$ cat config.mk
export PLATFORM = sky130hd
export DESIGN_NAME = reg_bus_master
export DESIGN_NICKNAME = d
export VERILOG_FILES = /design/src/rtl/reg_bus_pkg.sv /design/src/rtl/reg_bus_poll_cmp.sv /design/src/rtl/reg_bus_master.sv
export SDC_FILE = /design/constraint.sdc
export NUM_CORES = 1
export LEC_CHECK = 0
export ABC_AREA = 1
export ABC_CLOCK_PERIOD_IN_PS = 1860
export CORE_ASPECT_RATIO = 1.4
export CORE_MARGIN = 1.5
export CORE_UTILIZATION = 44
export CTS_BUF_LIST = sky130_fd_sc_hd__clkbuf_16
export CTS_CLUSTER_DIAMETER = 150
export DETAILED_ROUTE_END_ITERATION = 7
export GPL_TIMING_DRIVEN = 0
export PLACE_DENSITY = 0.76
export SYNTH_ARGS = -nofsm -noshare
export SYNTH_HDL_FRONTEND = slang
export SYNTH_SLANG_ARGS = --single-unit
$ cat constraint.sdc
create_clock -name clk -period 1.86 [get_ports clk]
set_clock_uncertainty 0.1 [all_clocks]
set_input_delay 0.279 -clock clk [delete_from_list [all_inputs] [get_ports clk]]
set_output_delay 0.279 -clock clk [all_outputs]
set_load 0.03 [all_outputs]
$ cat src/rtl/reg_bus_pkg.sv
// Shared types and constants for the register-bus initiator and its responders.
package reg_bus_pkg;

    localparam int ADDR_W_DEF = 10;
    localparam int DATA_W_DEF = 32;
    localparam int TRIES_W    = 5;

    typedef enum logic [1:0] {
        OP_WRITE   = 2'b00,
        OP_READ    = 2'b01,
        OP_POLL    = 2'b10,
        OP_ILLEGAL = 2'b11
    } op_t;

    typedef enum logic [2:0] {
        ST_IDLE,
        ST_WR,
        ST_RD,
        ST_RWAIT,
        ST_GAP,
        ST_RSP
    } state_t;

    // Register map of the responder this initiator normally talks to
    localparam int unsigned REG_DATA0 = 'h0;
    localparam int unsigned REG_SR0   = 'h4;
    localparam int unsigned REG_DATA1 = 'h8;
    localparam int unsigned REG_SR1   = 'hC;

endpackage

$ cat src/rtl/reg_bus_poll_cmp.sv
// Read-attempt bookkeeping for the bus master: saturating tries counter,
// inter-poll gap down-counter, masked compare and retry-limit decision.
module reg_bus_poll_cmp
    import reg_bus_pkg::*;
#(
    parameter int DATA_W   = DATA_W_DEF,
    parameter int POLL_MAX = 16,
    parameter int POLL_GAP = 2
) (
    input  logic               clk,
    input  logic               rst_n,
    input  logic               clear,
    input  logic               rd_issue,
    input  logic               gap_run,
    input  logic [DATA_W-1:0]  rdata,
    input  logic [DATA_W-1:0]  expected,
    input  logic [DATA_W-1:0]  mask,
    output logic               match,
    output logic               timeout,
    output logic               gap_done,
    output logic [TRIES_W-1:0] tries
);

    localparam int GAP_W = (POLL_GAP > 1) ? $clog2(POLL_GAP) : 1;
    localparam logic [GAP_W-1:0] GAP_INIT = GAP_W'((POLL_GAP > 0) ? POLL_GAP - 1 : 0);

    logic [GAP_W-1:0] gap_cnt;

    always_ff @(posedge clk or negedge rst_n) begin
        if (!rst_n) begin
            tries   <= '0;
            gap_cnt <= '0;
        end else begin
            if (clear)
                tries <= '0;
            else if (rd_issue && (tries != '1))
                tries <= tries + 1'b1;

            // Held at the load value outside GAP so the count starts fresh on entry
            if (!gap_run)
                gap_cnt <= GAP_INIT;
            else if (gap_cnt != '0)
                gap_cnt <= gap_cnt - 1'b1;
        end
    end

    assign gap_done = (gap_cnt == '0);
    assign match    = (((rdata ^ expected) & mask) == '0);
    assign timeout  = ({{(32-TRIES_W){1'b0}}, tries} >= 32'(POLL_MAX));

endmodule

$ cat src/rtl/reg_bus_master.sv
// Register-bus initiator: one command at a time from a valid/ready channel,
// turned into single-cycle wr_en/rd_en strobes, result returned on a response channel.
module reg_bus_master
    import reg_bus_pkg::*;
#(
    parameter int ADDR_W   = ADDR_W_DEF,
    parameter int DATA_W   = DATA_W_DEF,
    parameter int RD_LAT   = 1,
    parameter int POLL_MAX = 16,
    parameter int POLL_GAP = 2
) (
    input  logic               clk,
    input  logic               rst_n,
    input  logic               cmd_valid,
    output logic               cmd_ready,
    input  logic [1:0]         cmd_op,
    input  logic [ADDR_W-1:0]  cmd_addr,
    input  logic [DATA_W-1:0]  cmd_wdata,
    input  logic [DATA_W-1:0]  cmd_mask,
    output logic               rsp_valid,
    input  logic               rsp_ready,
    output logic [DATA_W-1:0]  rsp_rdata,
    output logic               rsp_err,
    output logic [TRIES_W-1:0] rsp_tries,
    output logic               wr_en,
    output logic               rd_en,
    output logic [ADDR_W-1:0]  addr,
    output logic [DATA_W-1:0]  wdata,
    input  logic [DATA_W-1:0]  rdata
);

    // state    | meaning
    // ST_IDLE  | cmd_ready high, waiting for a command
    // ST_WR    | wr_en pulse on the bus
    // ST_RD    | rd_en pulse on the bus
    // ST_RWAIT | waiting RD_LAT cycles for rdata, then decide
    // ST_GAP   | idle spacing between POLL reads
    // ST_RSP   | response held until rsp_ready

    localparam int LAT_W = (RD_LAT > 1) ? $clog2(RD_LAT) : 1;
    localparam logic [LAT_W-1:0] LAT_INIT = LAT_W'(RD_LAT - 1);

    state_t               state;
    op_t                  op_q;
    logic [ADDR_W-1:0]    addr_q;
    logic [DATA_W-1:0]    exp_q;
    logic [DATA_W-1:0]    mask_q;
    logic [LAT_W-1:0]     wait_cnt;

    logic                 accept;
    logic                 rd_issue;
    logic                 gap_run;
    logic                 poll_match;
    logic                 poll_timeout;
    logic                 gap_done;
    logic [TRIES_W-1:0]   tries;

    assign accept   = (state == ST_IDLE) && cmd_valid;
    assign rd_issue = (state == ST_RD);
    assign gap_run  = (state == ST_GAP);

    reg_bus_poll_cmp #(
        .DATA_W   (DATA_W),
        .POLL_MAX (POLL_MAX),
        .POLL_GAP (POLL_GAP)
    ) u_poll_cmp (
        .clk      (clk),
        .rst_n    (rst_n),
        .clear    (accept),
        .rd_issue (rd_issue),
        .gap_run  (gap_run),
        .rdata    (rdata),
        .expected (exp_q),
        .mask     (mask_q),
        .match    (poll_match),
        .timeout  (poll_timeout),
        .gap_done (gap_done),
        .tries    (tries)
    );

    always_ff @(posedge clk or negedge rst_n) begin
        if (!rst_n) begin
            state     <= ST_IDLE;
            op_q      <= OP_WRITE;
            addr_q    <= '0;
            exp_q     <= '0;
            mask_q    <= '0;
            wait_cnt  <= '0;
            cmd_ready <= 1'b1;
            rsp_valid <= 1'b0;
            rsp_rdata <= '0;
            rsp_err   <= 1'b0;
            rsp_tries <= '0;
            wr_en     <= 1'b0;
            rd_en     <= 1'b0;
            addr      <= '0;
            wdata     <= '0;
        end else begin
            case (state)
                ST_IDLE: begin
                    if (cmd_valid) begin
                        op_q      <= op_t'(cmd_op);
                        addr_q    <= cmd_addr;
                        exp_q     <= cmd_wdata;
                        mask_q    <= cmd_mask;
                        cmd_ready <= 1'b0;
                        case (op_t'(cmd_op))
                            OP_WRITE: begin
                                wr_en <= 1'b1;
                                addr  <= cmd_addr;
                                wdata <= cmd_wdata;
                                state <= ST_WR;
                            end
                            OP_READ, OP_POLL: begin
                                rd_en <= 1'b1;
                                addr  <= cmd_addr;
                                state <= ST_RD;
                            end
                            default: begin
                                rsp_valid <= 1'b1;
                                rsp_rdata <= '0;
                                rsp_err   <= 1'b1;
                                rsp_tries <= '0;
                                state     <= ST_RSP;
                            end
                        endcase
                    end
                end
                ST_WR: begin
                    wr_en     <= 1'b0;
                    addr      <= '0;
                    wdata     <= '0;
                    rsp_valid <= 1'b1;
                    rsp_rdata <= '0;
                    rsp_err   <= 1'b0;
                    rsp_tries <= '0;
                    state     <= ST_RSP;
                end
                ST_RD: begin
                    rd_en    <= 1'b0;
                    addr     <= '0;
                    wait_cnt <= LAT_INIT;
                    state    <= ST_RWAIT;
                end
                ST_RWAIT: begin
                    if (wait_cnt != '0) begin
                        wait_cnt <= wait_cnt - 1'b1;
                    end else if ((op_q != OP_POLL) || poll_match || poll_timeout) begin
                        // The limit is only consulted after the compare of the last read
                        rsp_valid <= 1'b1;
                        rsp_rdata <= rdata;
                        rsp_err   <= (op_q == OP_POLL) && !poll_match;
                        rsp_tries <= tries;
                        state     <= ST_RSP;
                    end else if (POLL_GAP == 0) begin
                        rd_en <= 1'b1;
                        addr  <= addr_q;
                        state <= ST_RD;
                    end else begin
                        state <= ST_GAP;
                    end
                end
                ST_GAP: begin
                    if (gap_done) begin
                        rd_en <= 1'b1;
                        addr  <= addr_q;
                        state <= ST_RD;
                    end
                end
                ST_RSP: begin
                    if (rsp_ready) begin
                        rsp_valid <= 1'b0;
                        rsp_rdata <= '0;
                        rsp_err   <= 1'b0;
                        rsp_tries <= '0;
                        cmd_ready <= 1'b1;
                        state     <= ST_IDLE;
                    end
                end
                default: begin
                    state     <= ST_IDLE;
                    cmd_ready <= 1'b1;
                    rsp_valid <= 1'b0;
                    wr_en     <= 1'b0;
                    rd_en     <= 1'b0;
                    addr      <= '0;
                    wdata     <= '0;
                end
            endcase
        end
    end

endmodule

# [Yosys cells after proc, flatten, opt, wreduce, memory -nomap -nowiden]
# Cells that the tools add are included.
[word_totals] register_bits=170 latch_bits=0 ramBits=0 romBits=0 input_bits=112 output_inout_bits=84 elab_cells=125 memories=0
[classes] addsub=3 n_mul=0 n_div=0 magnitude_cmp=1 n_eq_ne=19 shift=0 mux=51 bitwise_logic=7 reduce_logical=27
[ops] op="$mux W32" count=7
[ops] op="$pmux W32 S4" count=1
[ops] op="$pmux W32 S2" count=1
[ops] op="$mux W5" count=7
[ops] op="$and A32 B32 Y32" count=1
[ops] op="$logic_not A32 Y1" count=1
[ops] op="$xor A32 B32 Y32" count=1
[ops] op="$mux W10" count=3
[ops] op="$pmux W10 S3" count=1
[ops] op="$pmux W5 S4" count=1
[ops] op="$mux W1" count=18
[ops] op="$pmux W3 S6" count=1
[ops] op="$ne A2 B2 Y1 const B" count=8
[ops] op="$mux W3" count=4
[ops] op="$reduce_and A4 Y1" count=3
[ops] op="$reduce_and A6 Y1" count=2
[ops] op="$reduce_or A4 Y1" count=2
[ops] op="$eq A3 B2 Y1 const B" count=2
[ops] op="$eq A3 B3 Y1 const B" count=2
[ops] op="$pmux W1 S3" count=2
[ops] op="$pmux W3 S2" count=1
[ops] op="$reduce_and A3 Y1" count=2
[ops] op="$reduce_or A2 Y1" count=3
[ops] op="$reduce_or A3 Y1" count=2
[ops] op="20 further kinds" count=32

# [Longest topological paths before layout]
# Gate-level depths: netlist of run 1.
[depth] ltp_word=8 depth_mapped=14 ltp_nobuf=13

# [By module]
# From an unflattened synthesis of run 1, not the netlist that was laid out.
[hier_totals] cells_unflattened=1075 hier_area_um2=8035.2
[modules_own_cells] module="reg_bus_master" instances=1 cells_each=860 area_per_inst_um2=7026.7 seq_area_each_um2=4080.2
[modules_own_cells] module="reg_bus_poll_cmp" instances=1 cells_each=215 area_per_inst_um2=1008.5 seq_area_each_um2=150.1

# [Least setup slack after synthesis of run 1]
# No wires, ideal clock.
[synth_path] path_kind="flip-flop to flip-flop" from="register exp_q[24]" to="register rsp_rdata[15]" setup_ps=118 arrival_time_ps=1513 required_time_ps=1642 slack_ps=129 path_stages_with_launch=14 path_buffers=2 synth_period_minus_slack_ps=1731 path_cell_list="dfrtp_1 > or2_1 > nand3_1 > nand2_1 > nor2_1 > nand2_1 > nor2_1 > nand2_1 > nand4_2 > nand2_1 > buf_4 > buf_6 > nand2_1 > nand2_1"
[synth_between] elab_chain_len=7
[synth_lines] element="from (decl)" line_no="reg_bus_master.sv:46" rtl="logic [DATA_W-1:0] exp_q;"
[synth_lines] element="from (signal assigned)" line_no="reg_bus_master.sv:104" rtl="exp_q <= cmd_wdata;"
[synth_lines] element="$xor A32 B32 Y32" line_no="reg_bus_poll_cmp.sv:48" rtl="assign match = (((rdata ^ expected) & mask) == '0);"
[synth_lines] element="$and A32 B32 Y32" line_no="reg_bus_poll_cmp.sv:48"
[synth_lines] element="$logic_not A32 Y1" line_no="reg_bus_poll_cmp.sv:48"
[synth_lines] element="$logic_or A1 B1 Y1 (2 in a row)" line_no="reg_bus_master.sv:148" rtl="end else if ((op_q != OP_POLL) || poll_match || poll_timeout) begin"
[synth_lines] element="$ne A2 B2 Y1 (no line)"
[synth_lines] element="$reduce_and A6 Y1 (no line)"
[synth_lines] element="to (signal assigned)" line_no="reg_bus_master.sv:151" rtl="rsp_rdata <= rdata;"
[synth_lines] element="to (decl)" line_no="reg_bus_master.sv:22" rtl="output logic [DATA_W-1:0] rsp_rdata,"
# No other way between the ends.
# A chain may end at the register's enable or synchronous reset.

# [Final worst setup path of run 1]
[layout_path] from="register exp_q[26]" to="register rsp_rdata[19]"
# Same word-level chain as after synthesis.

==> run_results.csv, run 1 <==
group,metric,value,unit
global_routing,antenna_found_initial,2,
yosys,yosys-top-cells-area,"dfrtp_1, nand2_1, o21ai_0",
floorplanning,row_count,56,
global_routing,grt_max_degree,102,
route,route.top_layer_used,"met4",
worst_hold_path,hold_path_class,"input port to flip-flop",
setup_path,required,2070,ps
yosys,synth.avg_cell_area,8.32,sq um
layout,fin_cells,1366,
floorplanning,initial_utilization,44.9,%
setup_path,critPathMaxFanout,7,
placement,dp_hpwl,16500,microns
sta,fin_crit_sh,103,%
sta,fmax,524,MHz
pwr,switching_share,41.8,%
sta,setup_viol,22,
clock_tree,cts.sink_count,169,
route,wl_met2,12200,microns
clock_tree,htree_levels,4,
pwr,combPwrFrac,48.8,%
layout,syn_to_final_growth,49.1,%
pwr,p_clk_share,19.6,%
placement,place_ws,-647,ps
layout,num-nets-final,1264,
sta,slew_headroom,60.3,%
run_status,violations,"setup timing",
setup_path,endpoint_kind,"flip-flop",
clock_tree,cts_buffers,17,
pwr,pwr_density_cell,1610,nW/um^2
route,wl_per_cell,17.6,microns
pwr,p_sw,7.54,mW
route,totalWireLength,24000,microns
setup_path,crit_path_start_kind,"flip-flop",
layout,layout-drive-gt1-share,18.5,%
global_routing,grt_pass1_vias,6961,
global_routing,grt_pass1_wl,36300,microns
clock_tree,insertion_delay,420,ps
setup_path,arrival,2120,ps
floorplanning,io_pins,196,
route,ant_nets,0,
route,wl_met1,9560,microns
pwr,seqPwrFrac,31.6,%
sta,hold_slack,122,ps
yosys,syn-cell-area,7520,sq um
sta,rsz0062_at_grt,"yes",
placement,post_dp_cell_area,9760,sq um
route,drc_errors,0,
route,met3WireLength,1340,microns
run,max_cap_violations,0,
yosys,yosysSeqAreaShare,56.2,%
route,drt-pass1-iter-count,5,
pwr,peakVddDrop,775,uV
pwr,intPower,10.5,mW
yosys,synthCells,904,
pwr,p_leak,6.27,nW
yosys,synth_top_area_share,55.9,%
sta,setup_ws,-48.6,ps
clock_tree,clk_pin_slew,60,ps
yosys,yosys_register_bits,169,
yosys,synth_fp_nets,1020,
floorplanning,die_w,114,microns
setup_path,critPathKind,"flip-flop to flip-flop",
clock_tree,cts_tree,"yes",
yosys,synth_largest_area_cell,"dfrtp_1",
placement,port_buffers,195,
route,drt-initial-drc-count,455,
yosys,yosysWarnings,0,
route,dr_total_vias,7152,
clock_tree,cts_max_path_buffers,2,
placement,placedCellCount,1303,
pwr,power,18.1,mW
run_status,status,"complete, but fails checks",
placement,gp_congestion,0.855,
global_routing,grt_use_total,26.6,%
floorplanning,die_area,17900,sq um
sta,hold_violations,0,
layout,fin_util,67.0,%
floorplanning,coreArea,16700,sq um
sta,slew_viol_final,0,
layout,final_area,11200,sq um
yosys,ys_types,30,
route,vias_per_cell,5.24,
sta,finalSetupTns,-364,ps
sta,post-route-min-period,1910,ps
global_routing,grt_overflow,0,
clock_tree,cts-root-buf,"clkbuf_16",
floorplanning,die_h,158,microns
sta,tightest_slew,595,ps
[registers in the layout, indices dropped and copies added, names as in the netlist, 2 cells and up]
register          count
addr                 10
addr_q               10
exp_q                32
mask_q               32
op_q                  2
rsp_rdata            32
rsp_tries             5
state                 3
u_poll_cmp.tries      5
wdata                32
[Yosys cell counts, drive strengths merged]
master  instances
nand2         333
clkbuf         18
mux2           10
a32o            1
dfstp           1
nor2           30
nand4          37
nand3          40
o211ai          1
or2             2
nor3            8
buf            26
a21oi           6
dfrtp         168
inv            94
ha              4
o21ai         125
[final timing paths]
path,depth (start not counted),start,slack (ps),end
setup / recovery,14,exp_q[26],-50,rsp_rdata[19]
hold / removal,3,rdata[28],120,rsp_rdata[28]
setup reg to reg,14,exp_q[26],-50,rsp_rdata[19]
hold reg to reg,2,rsp_rdata[1],360,rsp_rdata[1]
max in group asynchronous,3,rst_n,490,exp_q[19]
min in group asynchronous,2,rst_n,290,addr[3]
[cells in the final DEF, fill, tap and decap left out, types with 4 or more instances in the layout]
cell and instances:
nand2_1 294, dfrtp_1 166, clkdlybuf4s50_1 131, o21ai_0 83, inv_1 74, dlymetal6s2s_1 45
o21ai_1 40, nand2_2 36, nand4_1 36, buf_4 30, nand3_1 23, clkbuf_16 20
inv_2 19, dlygate4sd2_1 18, nor2_1 15, nand3_2 15, buf_6 12, mux2_2 10
nor2_2 9, buf_2 8, nor2_4 6, clkbuf_2 6, nor3_1 5, buf_8 5
a21oi_1 5, nand2_4 4, ha_1 4
[per-layer routing]
layer,up-vias,GRT usage [%]
li1,3381,-
met1,3454,33.2
met2,261,45.3
met3,56,4.25
met4,0,12.1
met5,-,0
[power groups by stage]
stage / clock network (mW) / registers [mW] / logic, mW
final: 3.54 / 5.70 / 8.81
after global routing: 3.74 / 5.83 / 9.53
after CTS: 3.58 / 5.63 / 7.79
after detailed placement: 0 / 5.67 / 7.03
after global placement: 0 / 5.64 / 6.89
after floorplan: 0 / 6.23 / 3.67
[kinds of logic (layout without fill, tap and decap cells)]
family	Yosys count	after routing	share of synthesized area (%)
and+or+nand+nor	450	451	25.0
DFF	169	169	56.2
buffers and inverters	138	394	7.57
AOI/OAI and AO/OA	133	133	9.07
muxes	10	10	1.50
adders and majority gates	4	4	0.665
other	0	2	0
[area by class of cell]
type,instances,area (sq um)
inverters,94,363
plain buffers,43,373
multi-input cells,598,3040
flip-flops and latches,169,4230
clock buffers,17,425
diodes,2,5.00
well taps,203,254
clock inverters,15,161
repair buffers,225,2360
fillers,1381,5530
[timing repair]
action / CTS / global route
setup endpoints to repair: 180 / 195
buffers inserted: 17 / 7
gates resized for setup: 90 / 181
pin swaps: 8 / 22
hold endpoints to repair: 68 / 0
gates cloned: 1 / 4
hold buffers: 1 / 0
[critical path, cell delays in order (launching register included)]
cell and delay, ps:
dfrtp_1 390, inv_2 80, nand2_2 60, nand3_2 80, nand2_2 80, nor2_2 120
nand2_2 60, nor2_2 110, nand2_2 120, nand4_4 110, nand2_4 80, buf_12 150
clkbuf_16 150, nand2_1 60, nand2_1 50
No activity file was read; power rests on OpenSTA's default activity.
==> run 2: changes to the inputs <==
Settings changed: CORE_UTILIZATION 44 to 25, PLACE_DENSITY 0.76 to 0.48.
==> run_results.csv, run 2 (same netlist as run 1, synthesis figures left out) <==
group,metric,value,unit
sta,tightest_slew,613,ps
setup_path,arrival,2160,ps
sta,finalSetupTns,-3420,ps
route,drt-initial-drc-count,387,
pwr,seqPwrFrac,28.9,%
layout,final_area,11700,sq um
worst_hold_path,hold_path_class,"input port to flip-flop",
clock_tree,htree_levels,4,
setup_path,cpPeakStageDelay,480,ps
layout,multi_input_area,3020,sq um
clock_tree,cts_tree,"yes",
placement,port_buffers,195,
layout,layout_commonest_cell,"nand2_1",
route,wl_per_cell,18.3,microns
pwr,p_sw,8.16,mW
placement,gp_congestion,0.845,
setup_path,required,2090,ps
setup_path,path_cells,"inv_2, nor3_2, inv_2, nand2_1, nor2_4, o21ai_4, buf_8, buf_4, clkbuf_16, o21ai_0, o21ai_1",
sta,hold_slack,272,ps
setup_path,critPathMaxFanout,7,
sta,slew_viol_final,0,
route,drt-pass1-iter-count,4,
clock_tree,clk_pin_slew,70,ps
setup_path,r2r_start,"state[2]",
layout,regArea,4230,sq um
layout,n_fill_cell,3062,
layout,num-nets-final,1280,
global_routing,grt_max_degree,104,
setup_path,worstReg2RegEnd,"wdata[24]",
layout,layout-drive-gt1-share,18.3,%
sta,rsz0062_at_grt,"yes",
sta,post-route-min-period,1930,ps
route,dr_total_vias,6988,
global_routing,grt_overflow,0,
clock_tree,cts_buffers,17,
run_status,violations,"setup timing",
pwr,power,19.5,mW
pwr,pwr_density_cell,1670,nW/um^2
layout,most-common-layout-cells,"nand2_1, dfrtp_1, clkdlybuf4s50_1",
sta,fin_crit_sh,104,%
clock_tree,cts-root-buf,"clkbuf_16",
sta,slew_headroom,59.1,%
worst_hold_path,min_from,"cmd_mask[2]",
floorplanning,coreArea,29700,sq um
worst_hold_path,hold_end,"mask_q[2]",
placement,dp_hpwl,19900,microns
setup_path,critPathKind,"flip-flop to flip-flop",
route,vias_per_cell,4.47,
pwr,p_clk_share,18.0,%
route,ant_nets,0,
pwr,combPwrFrac,53.1,%
clock_tree,cts_max_path_buffers,2,
global_routing,grt_pass1_vias,7107,
floorplanning,die_w,150,microns
sta,setup_ws,-69.6,ps
setup_path,ff2ff_setup_slack,-70,ps
floorplanning,die_area,31200,sq um
route,drc_errors,0,
pwr,p_leak,6.16,nW
clock_tree,insertion_delay,440,ps
setup_path,endpoint_kind,"flip-flop",
global_routing,grt_use_total,18.3,%
floorplanning,die_h,208,microns
pwr,intPower,11.4,mW
sta,fmax,518,MHz
sta,hold_violations,0,
route,totalWireLength,28700,microns
run_status,status,"complete, but fails checks",
layout,syn_to_final_growth,55.4,%
setup_path,cpMaxStageDelayCell,"dfrtp_2",
clock_tree,cts.sink_count,169,
run,max_cap_violations,0,
setup_path,r2r_cells,11,
floorplanning,row_count,75,
setup_path,path_common_cell,"inv_2",
pwr,switching_share,41.8,%
pwr,peakVddDrop,774,uV
floorplanning,io_pins,196,
global_routing,antenna_found_initial,4,
placement,post_dp_cell_area,9990,sq um
worst_hold_path,min_path_cells,3,
global_routing,grt_pass1_wl,42000,microns
sta,setup_viol,100,
setup_path,crit_path_start_kind,"flip-flop",
floorplanning,initial_utilization,25.3,%
run 2: changes by cell type in the layout (fill, tap and decap cells not counted), sizes merged, moves of 2 or more:
cell | before | now
dlygate4sd2 | 18 | 70
dlymetal6s2s | 45 | 14
clkdlybuf4s50 | 131 | 110
buf | 58 | 72
clkinvlp | 2 | 5
clkbuf | 32 | 34
inv | 96 | 94
run 2: final cells by class:
class | instances | share of cell area, %
Sequential cell | 169 | 36.2
Multi-Input combinational cell | 598 | 25.8
Timing Repair Buffer | 242 | 21.5
Buffer | 42 | 4.43
Tap cell | 385 | 4.12
Clock buffer | 17 | 3.64
Inverter | 94 | 3.11
Clock inverter | 15 | 1.17
Antenna cell | 3 | 0.0642
run 2: worst max-delay path, delay by kind of cell, from the launching register on:
kind	cells	cell delay, ps
and+or+nand+nor	3	290
buffers and inverters	5	630
DFF	1	480
AOI/OAI and AO/OA	3	320
run 2: how the worst max path moves through the flow:
stage | endpoint | from | depth (start not counted) | slack, ps
6_report | wdata[24] | state[2] | 11 | -70
5_1_grt | rsp_tries[1] | exp_q[24] | 12 | -190
4_1_cts | rsp_rdata[20] | exp_q[24] | 14 | -190
3_5_place_dp | rsp_rdata[15] | rdata[29] | 15 | -770
3_3_place_gp | rsp_rdata[17] | rst_n | 1 | -7290
2_1_floorplan | rsp_rdata[15] | exp_q[24] | 13 | 130
run 2: per-stage QoR:
stage / worst slack, ps / util, % / std cells
2_1_floorplan: 129 / - / 904
3_3_place_gp: -7290 / 33.5 / 1484
3_5_place_dp: -767 / 33.6 / 1485
4_1_cts: -186 / 37.4 / 1541
5_1_grt: -186 / 39.3 / 1565
6_report: -69.6 / 39.3 / 1565
run 2: routing by layer:
layer / routed length, microns / up-vias / GRT usage (%) / share of wire, %
met4: 764 / 2 / 7.89 / 2.7
met2: 15000 / 173 / 31.9 / 52
li1: - / 3428 / - / -
met5: 11 / - / 0 / 0.038
met1: 11900 / 3346 / 21.9 / 41
met3: 1080 / 39 / 3.14 / 3.8
run 2: repair_timing:
action                                  in CTS  in global routing
endpoints found under the setup margin     228                169
resized for setup                          196                116
hold buffers                                 1                  0
buffers inserted                            21                 16
pin swaps                                   10                 24
hold endpoints to repair                    66                  0
cloned                                       3                  7
run 2: power groups by stage:
stage	sequential [mW]	combinational, mW	clock [mW]
floorplan	6.23	3.67	0
global placement	5.66	7.34	0
detailed placement	5.68	7.42	0
CTS	5.63	9.04	3.60
global route	5.79	11.2	3.74
finish	5.64	10.4	3.51
==> run 3: changes to the inputs <==
Settings changed: ABC_AREA 1 to default.
==> run_results.csv, run 3 <==
group,metric,value,unit
layout,fin_cells,1344,
clock_tree,htree_levels,4,
worst_hold_path,hold_path_class,"input port to flip-flop",
clock_tree,cts_max_path_buffers,2,
yosys,synth_fp_nets,834,
yosys,ys_types,40,
global_routing,grt_max_degree,91,
yosys,synth_ff_type,"dfrtp_1",
clock_tree,cts-root-buf,"clkbuf_16",
yosys,yosysSeqAreaShare,57.6,%
yosys,synthCells,718,
run_status,violations,"setup timing",
clock_tree,cts_tree,"yes",
sta,fin_crit_sh,124,%
setup_path,required,2070,ps
setup_path,critPathKind,"input port to flip-flop",
layout,syn_to_final_growth,47.9,%
sta,rsz0062_at_grt,"yes",
pwr,power,17.8,mW
run,max_cap_violations,0,
floorplanning,die_area,30400,sq um
run_status,status,"complete, but fails checks",
global_routing,antenna_found_initial,0,
route,dr_total_vias,6165,
yosys,yosysWarnings,0,
placement,post_dp_cell_area,9820,sq um
global_routing,grt_pass1_vias,6223,
route,ant_nets,0,
placement,gp_congestion,0.772,
route,wl_per_cell,19.0,microns
layout,layout-drive-gt1-share,13.2,%
floorplanning,row_count,74,
yosys,syn-cell-area,7350,sq um
setup_path,endpoint_kind,"flip-flop",
layout,num-nets-final,1066,
clock_tree,cts.sink_count,169,
yosys,yosysMostFrequentCell,"nand2_1",
yosys,synth_top_area_share,57.2,%
clock_tree,cts_buffers,17,
yosys,synth.avg_cell_area,10.2,sq um
sta,hold_violations,0,
yosys,synth-edff-count,0,
floorplanning,io_pins,196,
floorplanning,die_w,148,microns
floorplanning,initial_utilization,25.3,%
sta,fmax,433,MHz
pwr,p_leak,5.44,nW
placement,dp_hpwl,18500,microns
clock_tree,clk_pin_slew,70,ps
floorplanning,coreArea,29100,sq um
setup_path,critPathMaxFanout,10,
placement,placedCellCount,1293,
clock_tree,insertion_delay,430,ps
yosys,synthArstFlopShare,100,%
yosys,yosys-top-cells-area,"dfrtp_1, nand2_1, a221o_1",
route,drt-pass1-iter-count,7,
setup_path,crit_path_start_kind,"input port",
setup_path,ff2ff_setup_slack,-440,ps
sta,tightest_slew,656,ps
global_routing,grt_use_total,16.9,%
sta,post-route-min-period,2310,ps
route,drt-initial-drc-count,297,
layout,final_area,10900,sq um
setup_path,arrival,2520,ps
pwr,peakVddDrop,665,uV
placement,place_ws,-1150,ps
global_routing,grt_pass1_wl,38300,microns
placement,port_buffers,194,
route,vias_per_cell,4.59,
route,totalWireLength,25600,microns
sta,slew_headroom,56.3,%
layout,most-common-layout-cells,"nand2_1, dfrtp_1, clkdlybuf4s50_1",
global_routing,grt_overflow,0,
sta,setup_ws,-447,ps
pwr,pwr_density_cell,1640,nW/um^2
route,drc_errors,0,
layout,layout_commonest_cell,"nand2_1",
floorplanning,die_h,206,microns
yosys,synth_largest_area_cell,"dfrtp_1",
yosys,synth_common_cells,"nand2_1, dfrtp_1, nor3b_1",
yosys,yosys_register_bits,169,
sta,setup_viol,41,
sta,slew_viol_final,0,
-- run 3: through the flow --
step                       TNS, ps  utilization (%)  hold WS [ps]
after global placement    -1324870             33.7           359
after detailed placement   -112780             33.8           217
after global routing        -20550             37.4           266
final                       -15900             37.4           271
after CTS                   -15900             36.6           252
after floorplan              -1920                -          -117
-- run 3: area by class of cell --
cell class              instances  area [sq um]
fillers                      2970         18200
flip-flops and latches        169          4230
multi-input cells             492          3070
repair buffers                215          2100
well taps                     380           475
clock buffers                  17           425
plain buffers                  49           380
clock inverters                15           153
inverters                       6          22.5
diodes                          1          2.50
-- run 3: worst paths after layout --
path / startpoint / end / depth (start not counted)
worst max-delay path: rdata[3] / rsp_rdata[8] / 10
worst min-delay path: cmd_mask[7] / mask_q[7] / 3
worst max register to register: exp_q[3] / rsp_rdata[8] / 9
worst min register to register: addr_q[6] / addr_q[6] / 2
max in group asynchronous: rst_n / wdata[25] / 3
min in group asynchronous: rst_n / wdata[10] / 2
-- run 3: logic make-up after synthesis --
group,synth area share [%]
simple gates,19.0
flops,57.6
compound gates,14.9
buf+inv,3.52
xor+xnor,4.17
fa+ha+maj,0.681
mux,0.153
-- run 3: power by group --
part,switching (mW),internal [mW],leakage (nW)
sequential,1.04,5.19,2.20
combinational,4.76,3.21,2.96
clock,1.60,1.98,0.283
-- run 3: timing repair --
action                                  in CTS  in global routing
buffers inserted                            10                  6
endpoints found under the setup margin     238                175
pin swaps                                    8                 10
cloned                                       0                  3
gates resized for setup                    149                 67
hold buffers                                 1                  0
endpoints found under the hold margin       78                  0
-- run 3: routing by layer --
metal,share of wire [%],up-vias,track usage [%]
li1,-,2950,-
met1,42,3040,21.4
met2,52,153,28.7
met3,4.3,22,3.62
met4,1.9,0,5.59
met5,0,-,0
-- run 3: critical path, cell delays in order --
cell	delay [ps]
clkdlybuf4s50_1	520
xor2_1	350
a22oi_1	120
nand4_1	140
nor4_4	70
buf_6	130
o31a_1	240
buf_6	150
buf_8	150
a221o_1	350
==> RTL edit: new RTL, settings of run 3 <==
Register the output `rsp_err` once more, without a reset; this adds one clock of latency there. The other outputs are not delayed to match.
--- a/src/rtl/reg_bus_master.sv
+++ b/src/rtl/reg_bus_master.sv
@@ -41,4 +41,6 @@
     localparam logic [LAT_W-1:0] LAT_INIT = LAT_W'(RD_LAT - 1);
 
+    logic rsp_err_s0;
+
     state_t               state;
     op_t                  op_q;
@@ -90,5 +92,5 @@
             rsp_valid <= 1'b0;
             rsp_rdata <= '0;
-            rsp_err   <= 1'b0;
+            rsp_err_s0 <= 1'b0;
             rsp_tries <= '0;
             wr_en     <= 1'b0;
@@ -120,5 +122,5 @@
                                 rsp_valid <= 1'b1;
                                 rsp_rdata <= '0;
-                                rsp_err   <= 1'b1;
+                                rsp_err_s0 <= 1'b1;
                                 rsp_tries <= '0;
                                 state     <= ST_RSP;
@@ -133,5 +135,5 @@
                     rsp_valid <= 1'b1;
                     rsp_rdata <= '0;
-                    rsp_err   <= 1'b0;
+                    rsp_err_s0 <= 1'b0;
                     rsp_tries <= '0;
                     state     <= ST_RSP;
@@ -150,5 +152,5 @@
                         rsp_valid <= 1'b1;
                         rsp_rdata <= rdata;
-                        rsp_err   <= (op_q == OP_POLL) && !poll_match;
+                        rsp_err_s0 <= (op_q == OP_POLL) && !poll_match;
                         rsp_tries <= tries;
                         state     <= ST_RSP;
@@ -172,5 +174,5 @@
                         rsp_valid <= 1'b0;
                         rsp_rdata <= '0;
-                        rsp_err   <= 1'b0;
+                        rsp_err_s0 <= 1'b0;
                         rsp_tries <= '0;
                         cmd_ready <= 1'b1;
@@ -191,4 +193,8 @@
     end
 
+    always_ff @(posedge clk) begin
+        rsp_err <= rsp_err_s0;
+    end
+
 endmodule
 
Check against the original RTL: not equivalent (a bounded check fails within 4 cycles, from zero or initial values and one cycle with rst_n low).
==> RTL edit against run 3 <==
The run still ends with negative setup slack left. Area after synthesis decreased by 4.1%. Critical path depth decreased by 2. Largest power group unchanged. First-iteration DRC count decreased by 26%. Cell area decreased by 1.8%. Global-route usage decreased by 0.15 points. Worst hold slack got worse by 0.0085 ns. Final cell count decreased by 4.0%. Wire length decreased by 6.6%. Sequential cell count increased by 1. Worst setup slack got worse by 0.054 ns. Total power increased by 2.2%. Fmax decreased by 2.3%. Non-clock buffer count decreased by 9. Largest cell class unchanged. Critical path type is now flop to flop. Sequential share of layout area increased by 0.91 points.
==> RTL edit: results <==
export IMPL_n_fill_cell=2787
export IMPL_n_all_buffers=255
export IMPL_multi_input_gates=457
export IMPL_preCtsSetupSlack_ns=-1.40
export IMPL_synth_distinct_cells=42
export IMPL_buf_share_pct=23.7
export IMPL_register_area_mm2=0.00425
export IMPL_antenna_cells=2
export IMPL_grtUsageMet3_pct=4.42
export IMPL_slowest_stage="or4_4"
export IMPL_ys_async_sr_fraction_pct=99.4
export IMPL_crit_start="exp_q[18]"
export IMPL_synth_area_leaders="dfrtp_1 60%, nand2_1 13%, a22o_1 8.6%"
export IMPL_wl_met1_um=9880
export IMPL_synth_nets=790
export IMPL_grt_pass1_wl_um=36700
export IMPL_met1_usage_pct=19.1
export IMPL_seq_cells=170
export IMPL_globalRouteMet2Util_pct=30.2
export IMPL_peakVddDrop_v=0.000624
export IMPL_min_from="cmd_mask[5]"
export IMPL_regToRegEndpoint="rsp_rdata[5]"
export IMPL_crit_arrival_ns=2.63
export IMPL_reg2regPathDepth=8
export IMPL_synth_top_cells_by_count="244 x nand2_1, 168 x dfrtp_1, 69 x a22o_1"
export IMPL_synthMuxAreaShare_pct=0.160
export IMPL_drive_gt1_share_pct=13.6
export IMPL_setup_ws_ns=-0.501
export IMPL_synth_compound_area_share_pct=15.3
export IMPL_seq_area_frac_synth_pct=60.3
export IMPL_synth_xor_area_share_pct=4.35
export IMPL_hpwl_um=17200
export IMPL_track_usage_pct=16.8
export IMPL_wl_met2_um=12500
export IMPL_hold_ws_ns=0.263
export IMPL_fin_nets=1023
export IMPL_whs_endpoint="mask_q[5]"
export IMPL_setup_tns_ns=-18.03
export IMPL_grt_pass1_vias=6056
export IMPL_grt_max_degree=93
export IMPL_endpoint="rsp_rdata[5]"
export IMPL_vias_per_cell=4.48
export IMPL_status="complete, but fails checks"
export IMPL_crit_family="simple AND/OR/NAND/NOR gates"
export IMPL_finalSetupViolations=40
export IMPL_violations="negative setup slack"
==> RTL edit: cell types whose count changed after synthesis, moves of 3 or more <==
cell,change
a22o_1,+37
buf_2,-14
a221o_1,-36
buf_6,+3
nor2_1,+3
nor3_1,+4
buf_1,+3
nor3b_1,-37
a21oi_1,+3
or3_1,-3
==> RTL edit: what timing repair did <==
action,in CTS,in global routing
cloned,1,0
resized for setup,117,94
setup endpoints to repair,225,177
endpoints found under the hold margin,76,0
setup buffers,15,6
hold buffers,1,0
pin swaps,20,11
==> RTL edit: per-stage QoR <==
stage               total power, W  utilization, %  area [um2]  std cells
floorplan                   0.0105               -        7070        674
global placement            0.0136            34.2        9470       1238
detailed placement          0.0136            34.4        9500       1239
CTS                         0.0181            37.7       10400       1283
global route                0.0193            38.6       10700       1290
finish                      0.0182            38.6       10700       1290
==> RTL edit: power breakdown <==
group          internal (W)  switching [W]
combinational       0.00331        0.00470
sequential          0.00521       0.000927
clock               0.00250        0.00153
total                0.0110        0.00716
